`config.mk`:
```
export PLATFORM = sky130hd
export DESIGN_NAME = sevenseg_scan_n_flat
export DESIGN_NICKNAME = d
export VERILOG_FILES = /design/src/rtl/sevenseg_scan_n_pkg.sv /design/src/rtl/sevenseg_scan_n_if.sv /design/src/rtl/sevenseg_decode.sv /design/src/rtl/sevenseg_scan_n.sv /design/src/flat_wrapper.sv
export SDC_FILE = /design/constraint.sdc
export NUM_CORES = 1
export LEC_CHECK = 0
export ABC_AREA = 1
export BUFFER_PORTS_ARGS = -buffer_cell sky130_fd_sc_hd__buf_2
export CORE_ASPECT_RATIO = 0.6
export CORE_MARGIN = 2
export CORE_UTILIZATION = 40
export DETAILED_ROUTE_END_ITERATION = 6
export PLACE_DENSITY_LB_ADDON = 0.12
export SLEW_MARGIN = 10
export SYNTH_ARGS = -nofsm -noshare
export SYNTH_HDL_FRONTEND = slang
export SYNTH_HIERARCHICAL = 1
export SYNTH_SLANG_ARGS = --single-unit
export TNS_END_PERCENT = 100
```
`constraint.sdc`:
```
create_clock -name clk -period 2.4 [get_ports clk]
set_clock_uncertainty 0.1 [all_clocks]
set_input_delay 0 -clock clk [delete_from_list [all_inputs] [get_ports clk]]
set_output_delay 0 -clock clk [all_outputs]
set_load 0.03 [all_outputs]
```
`src/rtl/sevenseg_scan_n_pkg.sv`:
```
// sevenseg_pkg: shared constants and helpers for the seven-segment scanner.
//   SEG_BLANK     : all segments off (active-low pattern).
//   LZ_MAX_DIGITS : widest digit count the leading-zero helper supports.
//   hex_to_seg    : nibble -> active-low {g,f,e,d,c,b,a}.
//   lz_mask       : leading-zero suppression mask for the first n digits.
package sevenseg_pkg;

  localparam logic [7:0] SEG_BLANK     = 8'hFF;
  localparam int         LZ_MAX_DIGITS = 32;

  function automatic logic [6:0] hex_to_seg(input logic [3:0] nib);
    logic [6:0] s;
    case (nib)
      4'h0: s = 7'h40;
      4'h1: s = 7'h79;
      4'h2: s = 7'h24;
      4'h3: s = 7'h30;
      4'h4: s = 7'h19;
      4'h5: s = 7'h12;
      4'h6: s = 7'h02;
      4'h7: s = 7'h78;
      4'h8: s = 7'h00;
      4'h9: s = 7'h10;
      4'hA: s = 7'h08;
      4'hB: s = 7'h03;
      4'hC: s = 7'h27;
      4'hD: s = 7'h21;
      4'hE: s = 7'h06;
      default: s = 7'h0E;
    endcase
    return s;
  endfunction

  // Walk from the most significant used digit downwards; a digit is
  // suppressed while it and everything above it are zero. Digit 0 always
  // stays visible so a value of zero still shows "0".
  function automatic logic [LZ_MAX_DIGITS-1:0] lz_mask(
    input logic [4*LZ_MAX_DIGITS-1:0] nibs,
    input int                         n
  );
    logic [LZ_MAX_DIGITS-1:0] m;
    logic                     all_zero;
    m        = '0;
    all_zero = 1'b1;
    for (int i = LZ_MAX_DIGITS - 1; i >= 1; i--) begin
      if (i < n) begin
        if (nibs[4*i +: 4] != 4'h0) all_zero = 1'b0;
        m[i] = all_zero;
      end
    end
    return m;
  endfunction

endpackage

```
`src/rtl/sevenseg_scan_n_if.sv`:
```
// sevenseg_scan_n_if: display-side bundle between the value producer and the
// scanner.
//   master : producer; drives digits/dp/blank/lz_suppress/brightness, sees pins.
//   slave  : scanner; consumes the display request, drives seg/an/frame_start.
interface sevenseg_scan_n_if #(
  parameter int NUM_DIGITS = 4,
  parameter int PWM_BITS   = 4
);
  logic [4*NUM_DIGITS-1:0] digits;
  logic [NUM_DIGITS-1:0]   dp;
  logic [NUM_DIGITS-1:0]   blank;
  logic                    lz_suppress;
  logic [PWM_BITS-1:0]     brightness;
  logic [7:0]              seg;
  logic [NUM_DIGITS-1:0]   an;
  logic                    frame_start;

  modport master (
    output digits, dp, blank, lz_suppress, brightness,
    input  seg, an, frame_start
  );

  modport slave (
    input  digits, dp, blank, lz_suppress, brightness,
    output seg, an, frame_start
  );
endinterface

```
`src/rtl/sevenseg_decode.sv`:
```
// sevenseg_decode: combinational segment pattern for one digit.
//   nibble_i : hex value to show
//   dp_i     : decimal point on (active-high)
//   en_i     : digit is lit this cycle; when low the pattern is all dark
//   seg_o    : active-low {dp,g,f,e,d,c,b,a}
module sevenseg_decode
  import sevenseg_pkg::*;
(
  input  logic [3:0] nibble_i,
  input  logic       dp_i,
  input  logic       en_i,
  output logic [7:0] seg_o
);
  always_comb begin
    seg_o = SEG_BLANK;
    if (en_i) seg_o = {~dp_i, hex_to_seg(nibble_i)};
  end
endmodule

```
`src/rtl/sevenseg_scan_n.sv`:
```
// sevenseg_scan_n: time-multiplexed driver for NUM_DIGITS common-anode digits
// with frame snapshot, leading-zero suppression, dead cycle and PWM dimming.
//   clk, rst : clock and synchronous active-high reset
//   bus      : slave side of sevenseg_scan_n_if (request in, seg/an/frame_start out)
// NUM_DIGITS must not exceed sevenseg_pkg::LZ_MAX_DIGITS.
module sevenseg_scan_n
  import sevenseg_pkg::*;
#(
  parameter int NUM_DIGITS = 4,
  parameter int DIV        = 25000,
  parameter int PWM_BITS   = 4
) (
  input  logic              clk,
  input  logic              rst,
  sevenseg_scan_n_if.slave  bus
);
  localparam int PW = (DIV > 1) ? $clog2(DIV) : 1;
  localparam int IW = (NUM_DIGITS > 1) ? $clog2(NUM_DIGITS) : 1;
  localparam logic [PW-1:0] P_LAST   = PW'(DIV - 1);
  localparam logic [IW-1:0] IDX_LAST = IW'(NUM_DIGITS - 1);

  logic [PW-1:0]           p_q, p_d;
  logic [IW-1:0]           idx_q, idx_d;
  logic [PWM_BITS-1:0]     pw_q;
  logic [4*NUM_DIGITS-1:0] digits_snap_q;
  logic [NUM_DIGITS-1:0]   dp_snap_q, blank_snap_q;
  logic                    lz_snap_q;
  logic [PWM_BITS-1:0]     bright_snap_q;
  logic [7:0]              seg_q, seg_d;
  logic [NUM_DIGITS-1:0]   an_q, an_d;
  logic                    fs_q;

  logic                       snap_cycle;
  logic [4*LZ_MAX_DIGITS-1:0] nibs_ext;
  logic [LZ_MAX_DIGITS-1:0]   lz_full;
  logic [LZ_MAX_DIGITS-1:0]   blank_pad;
  logic [LZ_MAX_DIGITS-1:0]   blank_eff;
  logic                       an_on;
  logic [3:0]                 cur_nib;

  assign snap_cycle = (p_q == '0) && (idx_q == '0);

  always_comb begin
    p_d   = (p_q == P_LAST) ? '0 : p_q + 1'b1;
    idx_d = idx_q;
    if (p_q == P_LAST) idx_d = (idx_q == IDX_LAST) ? '0 : idx_q + 1'b1;
  end

  // Leading-zero and blank masks are padded to the helper's fixed width;
  // the padding stays zero and is never selected by idx_q.
  always_comb begin
    nibs_ext                   = '0;
    nibs_ext[4*NUM_DIGITS-1:0] = digits_snap_q;
    lz_full                    = lz_mask(nibs_ext, NUM_DIGITS);
    blank_pad                  = '0;
    blank_pad[NUM_DIGITS-1:0]  = blank_snap_q;
    blank_eff                  = blank_pad | (lz_snap_q ? lz_full : '0);
  end

  // p==0 is a dark cycle in every slot so the previous digit's segments
  // never ghost onto the newly selected anode.
  assign an_on   = (p_q != '0) && (pw_q <= bright_snap_q) && !blank_eff[idx_q];
  assign cur_nib = digits_snap_q[4*idx_q +: 4];

  generate
    for (genvar gi = 0; gi < NUM_DIGITS; gi++) begin : g_an
      assign an_d[gi] = !(an_on && (idx_q == IW'(gi)));
    end
  endgenerate

  sevenseg_decode u_decode (
    .nibble_i (cur_nib),
    .dp_i     (dp_snap_q[idx_q]),
    .en_i     (an_on),
    .seg_o    (seg_d)
  );

  always_ff @(posedge clk) begin
    if (rst) begin
      p_q           <= '0;
      idx_q         <= '0;
      pw_q          <= '0;
      digits_snap_q <= '0;
      dp_snap_q     <= '0;
      blank_snap_q  <= '0;
      lz_snap_q     <= 1'b0;
      bright_snap_q <= '0;
      seg_q         <= SEG_BLANK;
      an_q          <= '1;
      fs_q          <= 1'b0;
    end else begin
      p_q   <= p_d;
      idx_q <= idx_d;
      pw_q  <= pw_q + 1'b1;
      if (snap_cycle) begin
        digits_snap_q <= bus.digits;
        dp_snap_q     <= bus.dp;
        blank_snap_q  <= bus.blank;
        lz_snap_q     <= bus.lz_suppress;
        bright_snap_q <= bus.brightness;
      end
      seg_q <= seg_d;
      an_q  <= an_d;
      fs_q  <= snap_cycle;
    end
  end

  assign bus.seg         = seg_q;
  assign bus.an          = an_q;
  assign bus.frame_start = fs_q;
endmodule

```
`src/flat_wrapper.sv`:
```
// flat-port wrapper written by rule: the top's interface ports become plain ports
module sevenseg_scan_n_flat import sevenseg_pkg::*;
#(
  parameter int NUM_DIGITS = 4,
  parameter int DIV        = 25000,
  parameter int PWM_BITS   = 4
)
  (clk, rst, bus_digits, bus_dp, bus_blank, bus_lz_suppress, bus_brightness, bus_seg, bus_an, bus_frame_start);
  sevenseg_scan_n_if #(.NUM_DIGITS(NUM_DIGITS), .PWM_BITS(PWM_BITS)) bus_i ();
  input  logic clk;
  input  logic rst;
  input wire logic [$bits(bus_i.digits)-1:0] bus_digits;
  input wire logic [$bits(bus_i.dp)-1:0] bus_dp;
  input wire logic [$bits(bus_i.blank)-1:0] bus_blank;
  input wire logic [$bits(bus_i.lz_suppress)-1:0] bus_lz_suppress;
  input wire logic [$bits(bus_i.brightness)-1:0] bus_brightness;
  output wire logic [$bits(bus_i.seg)-1:0] bus_seg;
  output wire logic [$bits(bus_i.an)-1:0] bus_an;
  output wire logic [$bits(bus_i.frame_start)-1:0] bus_frame_start;
  assign bus_i.digits = bus_digits;
  assign bus_i.dp = bus_dp;
  assign bus_i.blank = bus_blank;
  assign bus_i.lz_suppress = bus_lz_suppress;
  assign bus_i.brightness = bus_brightness;
  assign bus_seg = bus_i.seg;
  assign bus_an = bus_i.an;
  assign bus_frame_start = bus_i.frame_start;
  sevenseg_scan_n #(.NUM_DIGITS(NUM_DIGITS), .DIV(DIV), .PWM_BITS(PWM_BITS)) u_core (.clk(clk), .rst(rst), .bus(bus_i));
endmodule
```
# Word-level counts from Yosys, hierarchy flattened
# Memory sizes are Yosys's and may differ from the RTL's. A register that Yosys moved wholly into a read port is not among the register bits.
# Cells that the tools add are included.
# Widths: inputs -> output; s select.
dict set report classes {
  addsub 3
  mul 0
  n_div 0
  magnitude_cmp 3
  eq_ne 4
  shifts 1
  n_mux 9
  bitwise_logic 3
  reduce_logical 20
}
# op count
set ops {}
lappend ops {{$shiftx 16x5->4} 1}
lappend ops {{$add 15x1->15 const B} 1}
lappend ops {{$eq 15x15->1 const B} 1}
lappend ops {{$logic_not 15->1} 1}
lappend ops {{$reduce_bool 15->1} 1}
lappend ops {{$reduce_bool 4->1} 3}
lappend ops {{$logic_and 1x1->1} 7}
lappend ops {{$lt 2x6->1 const B} 1}
lappend ops {{$logic_not 1->1} 5}
lappend ops {{$mux 1} 5}
lappend ops {{$add 4x1->4 const B} 1}
lappend ops {{$bmux 1 s2} 2}
lappend ops {{$eq 2x2->1 const B} 2}
lappend ops {{$le 4x4->1} 1}
lappend ops {{$mux 4} 1}
lappend ops {{$or 4x4->4} 1}
lappend ops {{$reduce_or 2->1} 2}
lappend ops {{$lt 2x3->1 const B} 1}
lappend ops {{$add 2x1->2 const B} 1}
lappend ops {{$eq 2x1->1 const B} 1}
lappend ops {{$logic_not 2->1} 1}
lappend ops {{$mux 2} 1}
lappend ops {{$not 1->1} 2}
dict set report word_totals {
  ff_bits 63
  latchBits 0
  mem_bits_rw 0
  romBits 112
  input_bits 31
  output_inout_bits 13
  elab_cells 55
  mem_count 1
}
# memory words width rd rd_clocked_by_memory_dff write_ports line_no
set memory_table {}
lappend memory_table {{(no name shown)} 16 7 1 1 0 sevenseg_scan_n_pkg.sv:13} ;# case (nib)

# Depth between registers and ports, before layout
# Gate-level depths: netlist of the first run.
dict set report depth {
  depth_word 12
  mapped_depth 13
  depth_no_buf 12
}

# By module
# The synthesis of the first run kept the hierarchy.
# module instances cells_each area_each_um2 seq_area_each_um2
set by_module_without_submodules {}
lappend by_module_without_submodules {sevenseg_scan_n 1 437 2971.6 1261.2}
lappend by_module_without_submodules {sevenseg_decode 1 51 301.5 0.0}

# Worst setup path before layout of the first run
# Ideal clock, no wire load.
dict set report synth_timing {
  path_type {register to register}
  start {reg u_core.idx_q[0]}
  end {reg u_core.seg_q[3], in the netlist u_core/bus.seg[3]}
  setup_ns 0.123
  arrival_time_ns 2.077
  required_ns 2.177
  setup_slack_ns 0.100
  stages_incl_launch_ff 14
  path_buffers 2
  synth_period_minus_slack_ns 2.300
  cell_sequence {dfxtp_1 -> inv_1 -> buf_2 -> buf_2 -> a21oi_1 -> a21oi_1 -> inv_1 -> ha_1 -> inv_1 -> nand2_1 -> nand2_1 -> nand2_1 -> nand3_1 -> or2_2}
}
dict set report synth_via {
  word_cells_on_any_way 7
  classes_between {1 x shift; 2 x mux; 1 x bitwise; 3 x reduce/logical}
}
# element line_no
set synth_lines {}
lappend synth_lines {{start, declared} sevenseg_scan_n.sv:23} ;# logic [IW-1:0] idx_q, idx_d;
lappend synth_lines {{start signal, assigned} sevenseg_scan_n.sv:93} ;# idx_q <= idx_d;
lappend synth_lines {{$shiftx 16x5->4} sevenseg_scan_n.sv:63} ;# assign cur_nib = digits_snap_q[4*idx_q +: 4];
lappend synth_lines {{via u_core.cur_nib[1]} sevenseg_scan_n.sv:39} ;# logic [3:0] cur_nib;
lappend synth_lines {{end, declared} sevenseg_scan_n.sv:29} ;# logic [7:0] seg_q, seg_d;
# The timed path passes the listed nets, and every way through them passes these cells. The select of a mux whose other input is x is not followed.
# A chain may end at the register's enable or synchronous reset.

# Final worst setup path of the first run
# Same ends and word-level chain as after synthesis.

==> impl_metrics.ini, run 1 <==
[grt]
grt_pass1_wl_um = 12700
use_met1_pct = 27.3
grt_start_max_net_pins = 43
gr-usage-met2_pct = 25.2
gr-max-usage-layer = met1
grt_pass1_vias = 2724
grt_antenna_before_repair = 0
grt_remaining_overflow = 0
met3_usage_pct = 5.98
grt_util_all_layers_pct = 18.4

[die]
fp-row-count = 25
die_area_um2 = 8950
fp.coreArea_um2 = 7910
die-height_um = 74.1
pin_count = 44
die_w_um = 121
start_util_pct = 41.4

[setup_path]
worstPathMaxFanout = 13
start_kind = flop
path_class = reg2reg
crit_path_end_kind = flop
startpoint = u_core/idx_q[0]$_SDFFE_PP0P_
r2r-start = u_core/idx_q[0]$_SDFFE_PP0P_
arrival_ns = 2.25
required_ns = 2.51

[logic_synthesis]
ys_types = 26
synth_area_leader_cell = dfxtp_1
ys_seq_elements = 63
synth-edff-count = 0
synth_area_leaders = dfxtp_1, nand2_1, nor2_1
synth-seq-area-share_pct = 38.5
synth_ff_type = dfxtp_1
avgSynthCellArea_um2 = 6.71
synthCells = 488
synth_top_area_share_pct = 38.5
yosys_warnings = 6
synthesis.area_um2 = 3270
syn-num-nets = 536
ys_async_sr_fraction_pct = 0

[clocking]
clock-sinks = 63
cts_made_buffers = 9
postCtsSetupRepairBufs = 0
cts_root_buffer = clkbuf_16
cts_tree = done
clk_pin_slew_ns = 0.05
insertion_delay_ns = 0.33
htree_levels = 3
cts_max_path_buffers = 2

[flow_run]
max-cap-violations = 0

[drt]
wl_um = 7530
num_vias = 3021
vias_per_cell = 4.45
drt_iter0_drc = 212
drc = 0
wire_per_inst_um = 11.1
dr.pass1.iters = 4
drtAntennaViolNets = 0

[finish]
insertedDiodeCount = 0
syn_to_final_growth_pct = 27.8
fin_nets = 614
finalCoreUtilization_pct = 52.8
drive_above_1_share_pct = 16.5

[sta]
whs_ns = 0.323
hold_viol = 0
rsz0062_at_grt = false
finalSetupViolations = 0
slew_violations = 0
worst_slew_pin_slew_ns = 0.366
fmax_mhz = 467
post-route-min-period_ns = 2.14
timing.setup.tns_ns = 0
relSlewSlack_pct = 75.6
finalCritPeriodShare_pct = 89.3

[power]
p_leak_uw = 0.00200
peakVddDrop_mv = 0.318
powerDensity_nw_per_um2 = 707
p_total_uw = 2960

[placed_design]
gp_congestion = 0.873
dpl.hpwl_um = 5300
io_buffers = 43

[min_path]
holdCritStartpoint = bus_brightness[2]
hold_class = in2reg

[outcome]
status = completed
[repair_timing]
action                                 in CTS  in global routing
endpoints found under the hold margin      34                  0
hold buffers                               30                  0
gates resized for setup                     0                  0
[cell usage in the layout (no fill, tap or decap), types with 10 or more instances in the layout]
cell           synthesis  final
nand2_1              129    129
nor2_1                84     84
buf_4                  0     10
a21oi_1               30     30
nor2_2                10     10
o21ai_0               11     11
inv_1                 63     63
nand3_1               26     26
dfxtp_1               63     63
ha_1                  17     17
buf_2                  6     43
dlygate4sd3_1          0     30
[path summary, 6_finish.rpt]
path                                                to  slack [ns]  cells past startpoint
hold reg to reg              u_core/pw_q[0]$_SDFF_PP0_        0.36                      1
setup reg to reg          u_core/bus.seg[3]$_SDFF_PP1_        0.26                     12
setup / recovery          u_core/bus.seg[3]$_SDFF_PP1_        0.26                     12
hold / removal    u_core/bright_snap_q[2]$_SDFFE_PP0P_        0.32                      4
[routing by layer]
layer,vias to the layer above,wire [um]
met5,-,0
met4,0,80
met3,9,438
met2,62,2780
met1,1290,4230
li1,1660,-
[layout make-up]
| cell class | count | area [um^2] |
|---|---|---|
| fillers | 786 | 3730 |
| multi-input cells | 342 | 1650 |
| flip-flops and latches | 63 | 1260 |
| repair buffers | 84 | 611 |
| clock buffers | 16 | 272 |
| inverters | 66 | 253 |
| well taps | 108 | 135 |
[power by group]
group / switching [uW] / total, uW / internal (uW)
logic: 350 / 588 / 237
registers: 44.6 / 1180 / 1140
clock network: 430 / 1190 / 756
total: 825 / 2960 / 2130
[state kept, by name (all words and copies together) (netlist names)]
signal                  flops
u_core/idx_q                2
u_core/dp_snap_q            4
u_core/p_q                 15
u_core/bright_snap_q        4
u_core/lz_snap_q            1
u_core/bus.seg              8
u_core/digits_snap_q       16
u_core/pw_q                 4
u_core/bus.an               4
u_core/bus.frame_start      1
u_core/blank_snap_q         4
[cell families (layout without fill, tap and decap cells)]
| kind of cell | Yosys count | after routing | share of synthesized area [%] |
|---|---|---|---|
| simple gates | 281 | 281 | 36.7 |
| compound gates | 42 | 42 | 6.65 |
| buf+inv | 83 | 166 | 11.0 |
| xor+xnor | 2 | 2 | 0.535 |
| fa+ha+maj | 17 | 17 | 6.50 |
| flops | 63 | 63 | 38.5 |
[worst max-delay path, stage by stage (launching register included)]
cell and delay [ns]:
dfxtp_1 0.32, inv_1 0.15, o21ai_0 0.20, a21oi_1 0.06, a21oi_1 0.21, inv_1 0.16
ha_1 0.32, inv_1 0.04, nand2_1 0.05, nand2_1 0.05, nand2_1 0.05, nand3_1 0.05
or2_2 0.26
[cell usage after synthesis, drive strengths merged, types with 6 or more instances]
cell / n
clkbuf: 6
ha: 17
nor2: 94
or2: 10
nand2: 133
o21ai: 11
dfxtp: 63
buf: 11
nand3: 27
nand4: 9
inv: 66
nor3: 7
a21oi: 30
[per-stage QoR]
stage | instances | cell area [um^2] | worst slack [ns]
detailed placement | 633 | 3610 | 0.276
floorplan | 488 | 3270 | 0.100
finish | 679 | 4180 | 0.257
global placement | 633 | 3610 | 0.334
global route | 679 | 4180 | 0.00991
CTS | 679 | 4180 | 0.267
(Power assumes the default switching activity.)
==> inputs of run 2 (changes only) <==
--- a/config.mk
+++ b/config.mk
@@ -7,9 +7,11 @@
 export LEC_CHECK = 0
 export ABC_AREA = 1
 export BUFFER_PORTS_ARGS = -buffer_cell sky130_fd_sc_hd__buf_2
+export CELL_PAD_IN_SITES_DETAIL_PLACEMENT = 2
+export CELL_PAD_IN_SITES_GLOBAL_PLACEMENT = 2
 export CORE_ASPECT_RATIO = 0.6
 export CORE_MARGIN = 2
-export CORE_UTILIZATION = 40
+export CORE_UTILIZATION = 28
 export DETAILED_ROUTE_END_ITERATION = 6
 export PLACE_DENSITY_LB_ADDON = 0.12
 export SLEW_MARGIN = 10
==> impl_metrics.ini, run 2 (synthesized netlist as in run 1, its figures left out) <==
[clocking]
insertion_delay_ns = 0.34
postCtsSetupRepairBufs = 0
cts_made_buffers = 9
cts_tree = done
htree_levels = 3
cts_max_path_buffers = 2
clk_pin_slew_ns = 0.06
clock-sinks = 63
cts_root_buffer = clkbuf_16

[setup_path]
startpoint = u_core/idx_q[0]$_SDFFE_PP0P_
slowest_delay_ns = 0.32
cpLargestDelayFamily = simple AND/OR/NAND/NOR gates
arrival_ns = 2.26
r2r_setup_slack_ns = 0.25
worstPathMaxFanout = 12
crit_path_end_kind = flop
cp_slowest_cell = dfxtp_1
start_kind = flop
crit_buf_inv = 3
required_ns = 2.52
path_class = reg2reg
r2r-start = u_core/idx_q[0]$_SDFFE_PP0P_
crit_chain = inv_1 > o21ai_0 > a21oi_1 > a21oi_2 > inv_1 > ha_1 > inv_1 > nand2_1 > nand2_1 > nand2_1 > nand3_1 > or2_2

[min_path]
holdCritStartpoint = bus_dp[1]
hold_class = in2reg

[finish]
largest_register_ffs = 16
final_common_cell = nand2_1
finalCoreUtilization_pct = 37.5
largest-register = u_core/digits_snap_q
fin_nets = 614
syn_to_final_growth_pct = 29.8
drive_above_1_share_pct = 17.3
final_cell_mix = nand2_1, nor2_1, inv_1, dfxtp_1, buf_2
insertedDiodeCount = 0

[sta]
fmax_mhz = 466
timing.setup.tns_ns = 0
post-route-min-period_ns = 2.15
finalCritPeriodShare_pct = 89.5
slew_violations = 0
relSlewSlack_pct = 54.8
hold_viol = 0
worst_slew_pin_slew_ns = 0.678
rsz0062_at_grt = false
finalSetupViolations = 0

[outcome]
status = completed

[die]
fp-row-count = 30
die-height_um = 87.8
die_w_um = 144
pin_count = 44
fp.coreArea_um2 = 11300
die_area_um2 = 12600
start_util_pct = 28.9

[drt]
wire_per_inst_um = 14.5
wl_um = 10600
drtAntennaViolNets = 0
vias_per_cell = 4.49
num_vias = 3283
drt_iter0_drc = 93
dr.pass1.iters = 4
drc = 0

[grt]
grt_remaining_overflow = 0
grt_antenna_before_repair = 0
grt_start_max_net_pins = 31
met3_usage_pct = 4.16
gr-usage-met2_pct = 28.5
grt_util_all_layers_pct = 18.4
gr-max-usage-layer = met2
grt_pass1_wl_um = 17900
grt_pass1_vias = 3438
use_met1_pct = 25.9

[placed_design]
gp_congestion = 0.819
io_buffers = 43
dpl.hpwl_um = 7840

[power]
p_total_uw = 3050
p_leak_uw = 0.00200
powerDensity_nw_per_um2 = 718
peakVddDrop_mv = 0.337

[flow_run]
max-cap-violations = 0
[run 2: cell types whose count changed in the layout (fill, tap and decap cells not counted)]
cell        previous run  this run
a21oi_1               30        28
clkinvlp_4             0         1
buf_12                 1         0
a21oi_2                0         2
buf_4                 10        11
clkbuf_1               5         2
clkinv_2               0         2
[run 2: cell type report]
cell class	instances	area, um^2
clock buffers	13	260
multi-input cells	342	1660
repair buffers	84	598
well taps	160	200
inverters	66	253
clock inverters	3	17.5
fillers	1403	7090
flip-flops and latches	63	1260
[run 2: worst paths after layout]
kind | endpoint | depth (start not counted)
setup / recovery | u_core/bus.seg[3]$_SDFF_PP1_ | 12
hold / removal | u_core/dp_snap_q[1]$_SDFFE_PP0P_ | 4
setup reg to reg | u_core/bus.seg[3]$_SDFF_PP1_ | 12
hold reg to reg | u_core/p_q[12]$_SDFF_PP0_ | 2
[run 2: what timing repair did]
item                                    4_1_cts  5_1_grt
endpoints found under the hold margin        34        0
endpoints found under the setup margin        0        1
hold buffers                                 30        0
resized for setup                             0        2
[run 2: layer usage]
layer  up-vias  part of all wire, %
met1      1574                   54
met5         -                    0
met3        12                  3.1
li1       1657                    -
met4         0                  1.1
met2        40                   41
[run 2: power breakdown]
| group | internal [uW] | switching (uW) |
|---|---|---|
| sequential | 1140 | 50.5 |
| clock | 752 | 484 |
| combinational | 234 | 391 |
| total | 2120 | 926 |
[run 2: tightest hold or removal path, stage by stage]
cell           delay (ns)
dlygate4sd3_1        0.51
buf_2                0.09
nor2_1               0.03
nor2_1               0.08
[run 2: per-stage QoR]
stage | worst slack [ns] | std cells | hold slack [ns] | cell area, um^2
2_1_floorplan | 0.100 | 488 | 0.00655 | 3270
3_3_place_gp | 0.274 | 685 | 0.121 | 3660
3_5_place_dp | 0.129 | 685 | 0.133 | 3660
4_1_cts | 0.124 | 731 | 0.310 | 4240
5_1_grt | 0.0206 | 731 | 0.346 | 4250
6_report | 0.253 | 731 | 0.320 | 4250
